===== src/rtl/ecc_core_executor.sv =====
// Bit-serial GF(2^m) executor behind one core's command/operand/output FIFOs.
// Define ECC_CORE_RED_EN to enable the {A,B} mod P reduction opcode.
module ecc_core_executor #(
  parameter int Data = 256,
  parameter int Mul  = 1,
  parameter int Sqr  = 2,
  parameter int Xor  = 4,
  parameter int Red  = 5
) (
  input  logic              clk,
  input  logic              rst,
  input  logic [7:0]        cmd_data,
  input  logic              cmd_empty,
  output logic              cmd_rd_en,
  input  logic [2*Data-1:0] inp_data,
  input  logic              inp_empty,
  output logic              inp_rd_en,
  input  logic [Data-1:0]   poly,
  input  logic [10:0]       poly_len,
  output logic [Data-1:0]   out_data,
  output logic              out_wr_en,
  input  logic              out_full,
  output logic              busy,
  output logic              err
);

  localparam logic [2:0] OpMul = 3'(Mul);
  localparam logic [2:0] OpSqr = 3'(Sqr);
  localparam logic [2:0] OpXor = 3'(Xor);
  localparam logic [2:0] OpRed = 3'(Red);
  localparam int MW = $clog2(Data + 1);
`ifdef ECC_CORE_RED_EN
  localparam int SW = 2 * Data;
  localparam int CW = $clog2(2 * Data);
`else
  localparam int SW = Data;
  localparam int CW = $clog2(Data);
`endif

  typedef enum logic [1:0] {IDLE, EXEC, WRITE} state_t;

  state_t          state;
  logic [2:0]      op;
  logic [Data-1:0] a_reg;
  logic [Data-1:0] p_reg;
  logic [MW-1:0]   m_reg;
  logic [SW-1:0]   sh;
  logic [Data:0]   acc;
  logic [CW-1:0]   cnt;

  logic [2:0]      opc;
  logic [Data-1:0] a_in;
  logic [Data-1:0] b_in;
  logic            pop;
  logic            known;
  logic            last;
  logic [SW-1:0]   sh_load;
  logic [Data:0]   mstep;
  logic            unused_bits;

  assign opc  = cmd_data[2:0];
  assign a_in = inp_data[2*Data-1:Data];
  assign b_in = inp_data[Data-1:0];
  assign pop  = !rst && state == IDLE
              && !cmd_empty && !inp_empty;

  assign cmd_rd_en = pop;
  assign inp_rd_en = pop;
  assign err       = pop && !known;
  assign out_wr_en = state == WRITE && !out_full;
  assign busy      = state != IDLE;
  assign out_data  = acc[Data-1:0];

  assign unused_bits = ^{cmd_data[7:3], poly_len[10:MW], OpRed};

  always_comb begin
    known = opc == OpMul || opc == OpSqr || opc == OpXor;
`ifdef ECC_CORE_RED_EN
    if (opc == OpRed) known = 1'b1;
`endif
  end

  // Multiplier bits stream MSB-first out of the top of sh.
  always_comb begin
    sh_load = '0;
    sh_load[SW-1 -: Data] = (opc == OpSqr) ? a_in : b_in;
`ifdef ECC_CORE_RED_EN
    if (opc == OpRed) sh_load = inp_data;
`endif
  end

  always_comb begin
    mstep = acc << 1;
    if (mstep[m_reg]) mstep = mstep ^ {1'b0, p_reg};
    if (sh[SW-1]) mstep = mstep ^ {1'b0, a_reg};
  end

`ifdef ECC_CORE_RED_EN
  logic [Data:0] rstep;
  always_comb begin
    rstep = {acc[Data-1:0], sh[SW-1]};
    if (rstep[m_reg]) rstep = rstep ^ {1'b0, p_reg};
  end
`endif

  always_comb begin
    last = cnt == CW'(Data - 1);
    if (op == OpXor) last = 1'b1;
`ifdef ECC_CORE_RED_EN
    if (op == OpRed) last = cnt == CW'(2 * Data - 1);
`endif
  end

  always_ff @(posedge clk or posedge rst) begin
    if (rst) begin
      state <= IDLE;
      op    <= '0;
      a_reg <= '0;
      p_reg <= '0;
      m_reg <= '0;
      sh    <= '0;
      acc   <= '0;
      cnt   <= '0;
    end else begin
      unique case (state)
        IDLE: begin
          if (pop) begin
            op    <= opc;
            a_reg <= a_in;
            p_reg <= poly;
            m_reg <= poly_len[MW-1:0];
            sh    <= sh_load;
            acc   <= '0;
            cnt   <= '0;
            state <= known ? EXEC : WRITE;
          end
        end
        EXEC: begin
          if (op == OpXor)
            acc <= {1'b0, a_reg ^ sh[SW-1 -: Data]};
`ifdef ECC_CORE_RED_EN
          else if (op == OpRed)
            acc <= rstep;
`endif
          else
            acc <= mstep;
          sh  <= sh << 1;
          cnt <= cnt + 1'b1;
          if (last) state <= WRITE;
        end
        WRITE: begin
          if (!out_full) state <= IDLE;
        end
        default: state <= IDLE;
      endcase
    end
  end

endmodule

===== config.mk =====
export PLATFORM = sky130hd
export DESIGN_NAME = ecc_core_executor
export DESIGN_NICKNAME = d
export VERILOG_FILES = /design/src/rtl/ecc_core_executor.sv
export SDC_FILE = /design/constraint.sdc
export NUM_CORES = 2
export LEC_CHECK = 0
export ABC_AREA = 1
export CAP_MARGIN = 0
export CORE_ASPECT_RATIO = 1.5
export CORE_UTILIZATION = 33
export CTS_CLUSTER_SIZE = 10
export DETAILED_ROUTE_END_ITERATION = 8
export SYNTH_ARGS = -nofsm -noshare
export SYNTH_HDL_FRONTEND = slang
export SYNTH_SLANG_ARGS = --single-unit

===== constraint.sdc =====
create_clock -name clk -period 48.6 [get_ports clk]
set_clock_uncertainty 0.15 [all_clocks]
set_input_delay 9.72 -clock clk [delete_from_list [all_inputs] [get_ports clk]]
set_output_delay 9.72 -clock clk [all_outputs]
set_load 0.01 [all_outputs]

==> flow_summary_export.csv <==
group,metric,value,unit
yosys,synth-main-ff-cell,"dfrtp_1",
cells_and_area,fin_area,73760,sq um
timing,max_clock_freq,44.27,MHz
worst_setup_path,cp_cell_sequence,"clkdlybuf4s50_1 > or3_1 > nor2_4 > buf_4 > buf_12 > clkdlybuf4s50_1",
yosys,yosysTopAreaCellShare,44.97,%
global_routing,grt_pass1_wl,381300,microns
cts,cts_hold_buf,0,
yosys,synth_nets,9059,
worst_setup_path,crit_path_end_kind,"output port",
yosys,ys_seq_elements,1046,
worst_setup_path,critPathLaunch,"rst",
die,fp.dieArea,178100,sq um
global_routing,antenna_found_initial,67,
min_path,min_path_type,"flip-flop to flip-flop",
yosys,synth_edf_count,0,
worst_setup_path,reg2reg_slack,41.13,ns
placed_design,port_buffers,1045,
cts,clockRootBuffer,"clkbuf_16",
cts,htreeDepth,3,
cts,post_cts_buffers,0,
timing,setup_violations,0,
worst_setup_path,r2r_cells,22,
cts,cts_buffers,117,
die,ios,1053,
routing,drtAntennaViolNets,0,
yosys,synthCells,8266,
yosys,syn_area,58200,sq um
die,die_h,516.4,microns
pwr,irDropWorstVdd,0.04139,mV
yosys,synth_xor_area_share,3.867,%
yosys,yosysTopAreaCell,"dfrtp_1",
cts,path_clk_slew,0.06,ns
worst_setup_path,reg2reg_to,"acc[180]",
cells_and_area,seqCellArea,26190,sq um
timing,fin_crit,22.59,ns
yosys,synthMuxAreaShare,0.01935,%
run,drv_cap,0,
timing,setup_ws,26.01,ns
yosys,synth_area_leaders,"dfrtp_1, nand2_1, o21ai_0, inv_1, clkbuf_1",
timing,maxSlewHeadroom,19.09,%
global_routing,grt_max_degree,180,
timing,hold_viol,0,
routing,drtIter0Drc,4979,
timing,timing.final.crit_share,46.47,%
worst_setup_path,critPathCapture,"cmd_rd_en",
worst_setup_path,arrival,12.72,ns
global_routing,grt_overflow_total,0,
yosys,synth_top_family_by_area,"simple AND/OR/NAND/NOR gates",
die,row_count,188,
yosys,synthAdderAreaFrac,0.02150,%
pwr,powerDensity,65.10,nW/um^2
cells_and_area,num-nets-final,9819,
worst_setup_path,crit_path_max_fanout,155,
cells_and_area,multiInputGateArea,27800,sq um
cells_and_area,layout-drive-gt1-share,3.666,%
placed_design,gp_congestion,0.9252,
yosys,syn_avg_cell_area,7.041,sq um
placed_design,hpwl,176100,microns
timing,max_slew.worst_pin.slew,1.214,ns
worst_setup_path,worstPathRequired,38.73,ns
worst_setup_path,critPathKind,"primary input to output port",
cts,cts_resized,0,
cts,cts_tree,"built",
cells_and_area,syn_to_final_growth,26.73,%
timing,rsz0062_at_grt,"false",
pwr,leakagePower,35.09,nW
routing,drc,0,
cts,clk_latency,0.76,ns
timing,finalSetupTns,0,ns
placed_design,pre_cts_ws,25.90,ns
die,fp.coreArea,175000,sq um
pwr,finalPower,4.802,mW
timing,drv_slew,0,
cts,clockBufferDepth,3,
routing,finalWirelength,263600,microns
yosys,seq_area_frac_synth,44.97,%
yosys,ys_warn_count,0,
global_routing,grt_use_total,28.80,%
die,fp.dieW,344.9,microns
worst_setup_path,cp-start-kind,"primary input",
yosys,synthSimpleGateAreaFrac,30.05,%
worst_setup_path,worst_path_max_delay_cell,"clkdlybuf4s50_1",
worst_setup_path,cpMostUsedCell,"clkdlybuf4s50_1",
global_routing,grt_pass1_vias,57726,
cells_and_area,nFillCells,17926,
run_status,outcome,"finished clean",
die,initial_core_util,33.26,%
worst_setup_path,slowest_delay,0.66,ns
routing,first_pass_iters,6,
yosys,synth_compound_area_share,13.69,%
placed_design,post_dp_cell_area,70410,sq um
cts,clkSinkCount,1046,
routing,wl_per_cell,23.14,microns
routing,via_per_inst,5.241,
routing,via_count,59705,
worst_setup_path,worstReg2RegStart,"m_reg[1]",
yosys,async_flop_share,100.0,%
yosys,synth_cell_types,29,
==> worst min path at each step <==
stage	start	end	slack [ns]	cells after the start
floorplan	op[2]	op[2]	0.29	2
global placement	p_reg[244]	p_reg[244]	0.30	2
detailed placement	p_reg[165]	p_reg[165]	0.31	2
CTS	p_reg[244]	p_reg[244]	0.32	2
global route	p_reg[206]	p_reg[206]	0.33	2
finish	p_reg[195]	p_reg[195]	0.32	2
==> cells in the mapped netlist, drive strengths merged, types with 2 or more instances <==
cell type / instances
nor2: 410
inv: 614
nand4: 8
nor3: 2
o22ai: 3
a21oi: 62
buf: 70
o221ai: 115
xor2: 159
clkbuf: 417
a31oi: 245
o21ai: 758
o211ai: 173
dfrtp: 1046
nand3: 262
or2: 92
xnor2: 98
nand2: 3725
==> cell usage in the layout (no fill, tap or decap), types with 2 or more instances in the layout <==
cell type	instances
nand2_1	3721
clkdlybuf4s50_1	1045
dfrtp_1	1041
inv_1	605
o21ai_0	539
nor2_1	403
nand3_1	262
a31oi_1	245
o21ai_1	219
o211ai_1	173
xor2_1	159
clkbuf_16	118
o221ai_1	115
xnor2_1	98
or2_2	92
buf_4	73
a21oi_1	62
diode_2	57
clkbuf_1	18
buf_12	10
nand4_1	8
inv_8	6
clkbuf_8	6
nor2_4	5
clkinv_2	3
nand2_4	3
o22ai_1	3
dfrtp_4	3
inv_2	2
nor2_2	2
nor3_1	2
inv_16	2
clkinv_16	2
dfrtp_2	2
==> where the power goes <==
part           internal [mW]  leakage, nW  total, mW  switching [mW]
sequential              1.27         13.1       1.62           0.348
clock                  0.441         1.57      0.819           0.378
combinational          0.811         20.4       2.37            1.56
total                   2.52         35.1       4.80            2.28
==> worst max-delay path, delay by kind of cell <==
kind,cells,cell delay [ns]
buffers and inverters,4,2.27
and+or+nand+nor,2,0.60
==> final cells by class <==
| class | instances | share of cell area, % |
|---|---|---|
| clock inverter | 6 | 0.1493 |
| sequential | 1046 | 35.50 |
| inverter | 615 | 3.196 |
| tap | 2280 | 3.867 |
| clock buffer | 142 | 4.207 |
| timing repair buffer | 1128 | 15.20 |
| multi-input combinational | 6118 | 37.69 |
| antenna | 57 | 0.1934 |
==> metal layers <==
metal	track usage, %	part of all wire (%)	wire length (microns)
met1	35.30	39	103300
met2	45.92	46	120400
met3	7.506	9.4	24720
met4	15.58	5.7	14940
met5	0	0.10	264
==> cells by family (layout without fill, tap and decap cells) <==
kind of cell,count (synthesis),after routing
other,0,57
adders and majority gates,1,1
buffers and inverters,1102,1891
AOI/OAI and AO/OA,1357,1357
and+or+nand+nor,4502,4502
xor gates and xnor gates,257,257
muxes,1,1
DFF,1046,1046
==> metrics by stage <==
stage	hold slack [ns]	cells	util [%]
floorplan	0.2922	8266	-
global placement	0.3043	11187	40.23
global route	0.3338	11359	42.10
finish	0.3200	11392	42.15
detailed placement	0.3084	11187	40.23
CTS	0.3223	11335	42.07
(Power assumes the default switching activity.)
